--- src/rtl/morra_move_collector.sv ---
// Front-end for the Morracinese core: collects one move per player, issues the pair
// for a single cycle, then watches the partita result to detect the end of the game.
module morra_move_collector #(
    parameter int TIMEOUT_CYCLES = 255,
    parameter int CNT_W          = 8
) (
    input  logic       clk,
    input  logic       reset,
    input  logic       cfg_valid,
    input  logic [3:0] cfg_manche,
    input  logic       p1_valid,
    input  logic [1:0] p1_move,
    output logic       p1_ready,
    input  logic       p2_valid,
    input  logic [1:0] p2_move,
    output logic       p2_ready,
    input  logic [1:0] partita_in,
    output logic       game_reset,
    output logic [1:0] g1,
    output logic [1:0] g2,
    output logic [4:0] manche_count,
    output logic       timeout,
    output logic       game_over
);

    typedef enum logic [2:0] {IDLE, CONFIG, COLLECT, ISSUE, WAIT_RES, DONE} state_t;

    localparam logic [CNT_W-1:0] TO_MAX = CNT_W'(TIMEOUT_CYCLES);

    state_t           state, state_n;
    logic [3:0]       cfg, cfg_n;
    // A slot value of 00 means empty: legal moves are never 00.
    logic [1:0]       slot1, slot1_n, slot2, slot2_n;
    logic [CNT_W-1:0] cnt, cnt_n;
    logic             to_n, acc1, acc2;
    logic             game_reset_n, p1_ready_n, p2_ready_n, game_over_n;
    logic [1:0]       g1_n, g2_n;
    logic [4:0]       manche_n;

    // Moves offered on a restart edge are discarded along with the slots.
    assign acc1 = (state == COLLECT) && p1_valid && p1_ready && (p1_move != 2'b00) && !cfg_valid;
    assign acc2 = (state == COLLECT) && p2_valid && p2_ready && (p2_move != 2'b00) && !cfg_valid;

    always_comb begin
        state_n = state;
        cfg_n   = cfg;
        slot1_n = slot1;
        slot2_n = slot2;
        cnt_n   = cnt;
        to_n    = 1'b0;
        case (state)
            CONFIG: begin
                slot1_n = 2'b00;
                slot2_n = 2'b00;
                cnt_n   = '0;
                state_n = COLLECT;
            end
            COLLECT: begin
                if (acc1) slot1_n = p1_move;
                if (acc2) slot2_n = p2_move;
                if (acc1 || acc2) begin
                    cnt_n = '0;
                end else if (TIMEOUT_CYCLES != 0 && cnt == TO_MAX) begin
                    slot1_n = 2'b00;
                    slot2_n = 2'b00;
                    to_n    = 1'b1;
                    cnt_n   = '0;
                end else if (slot1 == 2'b00 || slot2 == 2'b00) begin
                    cnt_n = cnt + CNT_W'(1);
                end
                if (slot1_n != 2'b00 && slot2_n != 2'b00) state_n = ISSUE;
            end
            ISSUE: begin
                slot1_n = 2'b00;
                slot2_n = 2'b00;
                state_n = WAIT_RES;
            end
            WAIT_RES: begin
                cnt_n   = '0;
                state_n = (partita_in != 2'b00) ? DONE : COLLECT;
            end
            default: ;
        endcase
        if (cfg_valid) begin
            cfg_n   = cfg_manche;
            slot1_n = 2'b00;
            slot2_n = 2'b00;
            cnt_n   = '0;
            to_n    = 1'b0;
            state_n = CONFIG;
        end
    end

    // Outputs are registered from the next-state values so they line up with the state.
    always_comb begin
        game_reset_n = (state_n == IDLE) || (state_n == CONFIG);
        p1_ready_n   = (state_n == COLLECT) && (slot1_n == 2'b00);
        p2_ready_n   = (state_n == COLLECT) && (slot2_n == 2'b00);
        game_over_n  = (state_n == DONE);
        g1_n         = 2'b00;
        g2_n         = 2'b00;
        manche_n     = manche_count;
        if (state_n == CONFIG) begin
            g1_n     = cfg_n[3:2];
            g2_n     = cfg_n[1:0];
            manche_n = '0;
        end else if (state_n == ISSUE) begin
            g1_n     = slot1_n;
            g2_n     = slot2_n;
            manche_n = (manche_count == 5'd31) ? manche_count : manche_count + 5'd1;
        end
    end

    always_ff @(posedge clk or posedge reset) begin
        if (reset) begin
            state        <= IDLE;
            cfg          <= '0;
            slot1        <= 2'b00;
            slot2        <= 2'b00;
            cnt          <= '0;
            game_reset   <= 1'b1;
            g1           <= 2'b00;
            g2           <= 2'b00;
            p1_ready     <= 1'b0;
            p2_ready     <= 1'b0;
            manche_count <= '0;
            timeout      <= 1'b0;
            game_over    <= 1'b0;
        end else begin
            state        <= state_n;
            cfg          <= cfg_n;
            slot1        <= slot1_n;
            slot2        <= slot2_n;
            cnt          <= cnt_n;
            game_reset   <= game_reset_n;
            g1           <= g1_n;
            g2           <= g2_n;
            p1_ready     <= p1_ready_n;
            p2_ready     <= p2_ready_n;
            manche_count <= manche_n;
            timeout      <= to_n;
            game_over    <= game_over_n;
        end
    end

endmodule

--- config.mk ---
export PLATFORM = sky130hd
export DESIGN_NAME = morra_move_collector
export DESIGN_NICKNAME = d
export VERILOG_FILES = /design/src/rtl/morra_move_collector.sv
export SDC_FILE = /design/constraint.sdc
export NUM_CORES = 1
export LEC_CHECK = 0
export BUFFER_PORTS_ARGS = -buffer_cell sky130_fd_sc_hd__clkbuf_2
export CORE_UTILIZATION = 30
export DETAILED_ROUTE_END_ITERATION = 8
export PLACE_DENSITY_LB_ADDON = 0.05
export SYNTH_ARGS = -nofsm -noshare
export SYNTH_HDL_FRONTEND = slang
export SYNTH_SLANG_ARGS = --single-unit
--- constraint.sdc ---
create_clock -name clk -period 3.07 [get_ports clk]
set_clock_uncertainty 0.15 [all_clocks]
set_input_delay 0.307 -clock clk [delete_from_list [all_inputs] [get_ports clk]]
set_output_delay 0.307 -clock clk [all_outputs]
set_load 0.01 [all_outputs]
# Word level (Yosys, flattened, before mapping)
# Cells that the tools add are included.
[word_totals]
reg_bits = 33
latchBits = 0
ram_bits = 0
rom_bits = 0
in_bits = 15
out_inout_bits = 14
word_cells = 91
n_memories = 0
[op_classes]
n_addsub = 2
n_mul = 0
n_div = 0
n_lt_le_gt_ge = 0
eq_ne = 12
shift = 0
n_mux = 33
bitwise_logic = 0
reduce_logical = 31
[ops]
columns = ["cell", "count"]
rows = [
  ["$mux 8", 4],
  ["$mux 2", 14],
  ["$pmux 8 s2", 1],
  ["$mux 5", 3],
  ["$eq 3x2->1 const B", 4],
  ["$pmux 3 s4", 1],
  ["$reduce_bool 2->1", 6],
  ["$logic_and 1x1->1", 11],
  ["$mux 3", 3],
  ["$add 8x1->8 const B", 1],
  ["$eq 8x8->1 const B", 1],
  ["$logic_not 2->1", 4],
  ["$pmux 2 s2", 2],
  ["$eq 3x1->1 const B", 2],
  ["$eq 3x3->1 const B", 2],
  ["$add 5x1->5 const B", 1],
  ["$eq 5x5->1 const B", 1],
  ["$ne 5x2->1 const B", 1],
  ["$mux 1", 4],
  ["$mux 4", 1],
  ["$reduce_and 2->1", 2],
  ["$reduce_or 2->1", 2],
  ["$logic_not 3->1", 1],
  ["$logic_or 1x1->1", 3],
  ["3 further kinds", 3],
]

# Logic depth before layout (Yosys ltp)
# Gate-level depths: netlist (run 1).
[depth]
word_depth = 17
ltp_mapped = 7
depth_no_buf = 7

# Worst setup path after synthesis (run 1)
# No wires, ideal clock.
[synth_timing]
kind = "flip-flop to flip-flop"
start = "register state[0]"
end = "register manche_count[0]"
setup_time_ns = 0.128
arrival_ns = 2.133
required_time_ns = 2.792
setup_slack_ns = 0.660
stages_incl_launch_ff = 7
path_buffers = 1
synth_period_minus_slack_ns = 2.410
cell_sequence = "dfrtp_1 > buf_6 > or4b_4 > or2_1 > a22o_4 > nor4b_4 > mux2_1"
[synth_between]
elab_chain_len = 17
elab_cells_between_ends = 33
cone_classes = "eq/ne: 7; mux: 12; reduce/logical: 14"
[synth_rtl]
columns = ["element", "line", "rtl"]
rows = [
  ["from (decl)", "30", "state_t state, state_n;"],
  ["from (signal assigned)", "130", "state <= state_n;"],
  ["$eq 3x2->1", "41, 42, 51", ""],
  ["$logic_and 1x1->1 (on tied branches) (4 in a row)", "41, 42", ""],
  ["$mux 2 (on tied branches)", "59, 60", ""],
  ["$mux 2", "63", "end else if (TIMEOUT_CYCLES != 0 && cnt == TO_MAX) begin"],
  ["$mux 2", "61", "if (acc1 || acc2) begin"],
  ["$mux 2", "51", "case (state)"],
  ["$reduce_bool 2->1", "71", "if (slot1_n != 2'b00 && slot2_n != 2'b00) state_n = ISSUE;"],
  ["$logic_and 1x1->1", "71", ""],
  ["$mux 3", "71", ""],
  ["$pmux 3 s4 (*)", "51", ""],
  ["$mux 3 (*)", "84", "if (cfg_valid) begin"],
  ["$eq 3x1->1 or $eq 3x2->1 (tied branches)", "103, 107", ""],
  ["$ne 2x2->1 (no source line) or $reduce_bool 2->1 (tied branches)", "-", ""],
  ["$reduce_and 2->1 (no source line)", "-", ""],
  ["to (signal assigned)", "140", "manche_count <= manche_n;"],
  ["to (decl)", "21", "output logic [4:0] manche_count,"],
]
# Every way passes the cells marked *; elsewhere a longest branch is shown, timed or not. The select of a mux whose other input is x is not followed.
# A chain may end at the register's enable or synchronous reset.

# Worst setup path after layout (run 1)
[layout_timing]
start = "register state[2]"
end = "register manche_count[0]"
# The elaborated chain is that of the path after synthesis.

==> run metrics, run 1 <==
placer congestion estimate=0.794; Reg clk slew, reported paths=70 ps; Seq/Total Area, Yosys=43.7%; maximum vdd drop=217 uV; FFs w/ async S/R, synth=100%; Final Power=0.000955 W; Synth cell types=50; first-pass GRT wire length=6.71 mm; Final Hold Fails=0; vias=1489; commonest non-fill, non-tap cells in the layout=dfrtp_1 (28), clkbuf_2 (28), nand2_1 (17), nor2_1 (12); CTS tree=done; 1st-iter DRT viols=139; Reg area=727 um2; Initial Utilization=31.8%; Crit path top cell by count=a21oi_1; Hold Crit Depth=3; fill count=535; met1 Use GR=20.5%; initial antenna violation count=0; startpoint types=flop; CP arrival=2640 ps; post-synthesis cell area=1660 um2; Gate Count Post-Synth=174; FMAX=379 MHz; vias per inst=5.36; Die Footprint=5850 um2; Worst Path Class, Setup=flop to flop; largest net degree at the start of global routing=30; Sink Count=29; met2 usage=21.8%; yosys warns=0; Total GRT Usage=14.6%; R2R Setup Slk=430 ps; Hold Crit Start=cfg_manche[2]; clock buffer count from CTS=5; setup violators final=0; PortBufs=28; Chip Width=76.5 um; Die Ht=76.5 um; Setup TNS=0 ps; CP max-delay cell=or4b_4; CP max FO=15; dpl hpwl=2.98 mm; layout cells sized above 1=24.0%; busiest grt layer=met2; Leakage=0.858 nW; period utilization=85.9%; drt drc=0; number of synthesized register bits=29; Hold Path End=g1[0]; Slew headroom=45.3%; Rows=26; vias in the first global route=1390; min Tclk post-route=2640 ps; fin nets=225; Synth Flop Type=dfrtp_1; Max clock buf depth=2; max-cap violations=0; Top-Level Pins=29; number of H-tree branching levels=2; Tightest Pin Transition=820 ps; RR Startpoint=state[2]; met3 usage=3.71%; post_cts resized=0; Critical Path Max Stage Delay=580 ps; Routed WL=4.06 mm; Layout Area Growth over Synthesis=21.1%; drt pass-1 iters=4; R2R Path End=manche_count[0]; PwrDens=474 nW/um2; EDFF count, synth=0; count of final max-slew check failures=0; Post CTS Setup Buffer Count=0; Multi-input gate area=866 um2; hold crit path type=primary input to flop; antenna viol nets, final=0; Hold WS=86.0 ps; syn nets=192; grt ovf=0; R2R cell count=5; CP required=3080 ps; crit end category=flop; Cell Chain, Critical Path=or4b_4 > a21oi_1 > a21oi_1 > nor4b_4 > mux2_1; clock root cell=clkbuf_8; status=completed; floorplan core area=5240 um2; drt wl/cell=14.6 um; RSZ-0062 raised after global routing=no; diodes inserted=0; Syn Area/Cell=9.56 um2; fin util=38.5%; worst skew pair latency=280 ps
[per-stage QoR]
stage,instance area (um2),instances,setup WS [ps]
floorplan,1660,174,660
global placement,1880,269,532
detailed placement,1880,269,459
CTS,2010,278,472
global route,2010,278,337
finish,2010,278,434
[worst max path at each step]
stage,from,to,slack (ps),depth (start not counted)
after floorplan,state[0],manche_count[0],660,6
after global placement,state[2],manche_count[0],530,5
after detailed placement,state[2],manche_count[0],460,5
after CTS,state[2],manche_count[0],470,5
after global routing,state[2],manche_count[0],340,5
final,state[2],manche_count[0],430,5
[registers in the layout (all words and copies together), names as in the netlist, 2 cells and up]
register,cells
state,3
slot1,2
g2,2
g1,2
slot2,2
cnt,8
manche_count,5
[layer usage]
layer | up-vias | wire length, um
li1 | 715 | -
met1 | 724 | 2040
met2 | 48 | 1790
met3 | 2 | 203
met4 | 0 | 25
met5 | - | 0
[worst max-delay path: cells and delay by family, from the launching register on]
kind | cells | cell delay, ps
AOI/OAI and AO/OA | 2 | 460
DFF | 1 | 520
and+or+nand+nor | 2 | 1020
muxes | 1 | 360
[power by group]
part | internal [W] | leakage, nW | switching (W)
clock | 0.000264 | 0.0574 | 0.000154
sequential | 0.000399 | 0.390 | 0.0000181
combinational | 0.0000469 | 0.411 | 0.0000727
total | 0.000710 | 0.858 | 0.000245
[repair_timing]
item | in CTS | in global routing
hold buffers | 1 | 0
endpoints found under the setup margin | 0 | 0
endpoints found under the hold margin | 28 | 0
[cell families (layout without fill, tap and decap cells)]
family,Yosys count,count (layout),synth area share (%)
buffers and inverters,16,50,4.29
multiplexers,4,4,2.56
AO/OA/AOI/OAI,54,54,23.1
adder cells (fa/ha/maj),3,3,2.26
AND/OR/NAND/NOR,67,67,23.6
XOR/XNOR,1,1,0.526
flip-flops,29,29,43.7
[Yosys cell counts, drive strengths merged (4+ instances only)]
cell    count  area share [%]
dfrtp      28              42
nand2      17             3.8
nor2       12             2.7
a21oi      11             3.3
o21ai      11             3.3
inv         9             2.0
o211ai      8             3.6
clkbuf      5             1.1
a32o        4             2.4
nand2b      4             1.5
nand3       4             1.2
[area by class of cell]
class	count	area share, %
clock inverters	2	1.86
repair buffers	33	8.94
multi-input cells	129	43.0
clock buffers	6	4.10
flip-flops and latches	29	36.1
inverters	9	1.68
well taps	70	4.35
No activity file was read; power rests on OpenSTA's default activity.
==> run 2: changes to the inputs <==
--- a/config.mk
+++ b/config.mk
@@ -6,7 +6,7 @@
 export NUM_CORES = 1
 export LEC_CHECK = 0
 export BUFFER_PORTS_ARGS = -buffer_cell sky130_fd_sc_hd__clkbuf_2
-export CORE_UTILIZATION = 30
+export CORE_UTILIZATION = 55
 export DETAILED_ROUTE_END_ITERATION = 8
 export PLACE_DENSITY_LB_ADDON = 0.05
 export SYNTH_ARGS = -nofsm -noshare
==> run 2 against run 1 <==
  * Critical endpoint is now p1_ready
  * Clock power fell by 35%
  * Flip-flop and latch count did not move
  * Count of clock-buffer cells in the layout rose by 1
  * Design area fell by 5.8%
  * Register-to-register slack barely moved
  * The run now ends with DRC left
  * Routed wire length fell by 8.1%
==> run metrics, run 2 (same netlist as run 1, synthesis figures left out) <==
Regs by FF count=cnt (8), manche_count (5), state (3); Largest register FFs=8; CP arrival=2730 ps; Leakage=0.833 nW; status=finished with violations; fin nets=223; clock buffer count from CTS=5; placed inst area=1830 um2; placer congestion estimate=0.957; maximum vdd drop=341 uV; min Tclk post-route=2650 ps; Buf/Inv on CP=0; Chip Width=57.0 um; number of H-tree branching levels=2; antenna viol nets, final=0; CP max-delay cell=a21oi_1; FMAX=378 MHz; cell area after layout=1900 um2; CTS tree=done; Routed WL=3.74 mm; CTS Hold Bufs=0; max-cap violations=0; Hold WS=32.8 ps; PwrDens=425 nW/um2; Biggest register=cnt; CP required=3160 ps; Rows=19; commonest non-fill, non-tap cells in the layout=dfrtp_1 (28), clkbuf_2 (28), nand2_1 (17), nor2_1 (12); Reg clk slew, reported paths=100 ps; Die Ht=57.0 um; Total GRT Usage=25.7%; Post CTS Setup Buffer Count=0; setup violators final=0; drt wl/cell=15.8 um; Final Power=0.000806 W; Top-Level Pins=29; crit end category=flop; Critical Path Max Stage Delay=650 ps; drt pass-1 iters=6; first-pass GRT wire length=6.31 mm; Tightest Pin Transition=1070 ps; post_cts resized=0; grt ovf=0; largest net degree at the start of global routing=30; drt drc=4; vias=1478; clock root cell=clkbuf_4; startpoint types=flop; vias in the first global route=1404; Layout Area Growth over Synthesis=14.1%; Cell Chain, Critical Path=ha_1 > and4_1 > nand4_1 > a21oi_1 > o21ai_0 > nor3b_1; Die Footprint=3250 um2; RSZ-0062 raised after global routing=no; period utilization=86.2%; Final Hold Fails=0; Crit path max-delay family=compound AO/OA/AOI/OAI gates; count of final max-slew check failures=0; 1st-iter DRT viols=82; diodes inserted=0; CP max FO=9; Setup TNS=0 ps; Initial Utilization=59.3%; vias per inst=6.24; floorplan core area=2810 um2; failing checks=DRC; dpl hpwl=2.65 mm; Worst Path Class, Setup=flop to flop; PortBufs=28; Slew headroom=28.4%; Sink Count=29; initial antenna violation count=0; worst skew pair latency=340 ps; hold crit path type=primary input to flop; Max clock buf depth=2; layout cells sized above 1=23.8%
## run 2: cell count changes in the layout (fill, tap and decap cells not counted), sizes merged
cell         change
buf              -1
clkinvlp         -1
bufinv           -1
clkinv           +1
dlygate4sd3      -1
clkbuf           +1
## run 2: power breakdown
part           total [W]  switching [W]  internal (W)
registers       0.000417      0.0000183      0.000399
logic           0.000118      0.0000721     0.0000455
clock network   0.000272       0.000139      0.000133
## run 2: worst paths after layout
check,end,cells after the start,slack [ps],startpoint
max in group asynchronous,manche_count[2],2,2060,reset
worst min register to register,cnt[1],2,410,cnt[1]
worst max register to register,p1_ready,6,420,cnt[0]
worst min-delay path,g1[0],3,30,cfg_manche[2]
min in group asynchronous,cnt[5],2,50,reset
worst max-delay path,p1_ready,6,420,cnt[0]
## run 2: worst min-delay path: stages
cell and delay (ps):
clkbuf_2 70, nand2_1 50, o41ai_1 60
## run 2: cell type report
| type | instances | area [um2] |
|---|---|---|
| Multi-Input combinational cell | 129 | 866 |
| Timing Repair Buffer | 31 | 163 |
| Fill cell | 232 | 907 |
| Clock inverter | 1 | 5.00 |
| Clock buffer | 7 | 65.1 |
| Inverter | 9 | 33.8 |
| Sequential cell | 29 | 727 |
| Tap cell | 31 | 38.8 |
## run 2: layer usage
layer	vias to the layer above	share of wire (%)	global-route usage, %
li1	709	-	-
met1	698	45	33.8
met2	65	46	40.5
met3	6	7.4	7.03
met4	0	1.5	10.1
met5	-	0	0
## run 2: through the flow
| stage | util [%] | std cells | worst slack [ps] |
|---|---|---|---|
| after floorplan | - | 174 | 660 |
| after global placement | 65.2 | 229 | 568 |
| after detailed placement | 65.2 | 229 | 517 |
| after CTS | 67.7 | 237 | 459 |
| after global routing | 67.7 | 237 | 263 |
| final | 67.7 | 237 | 425 |
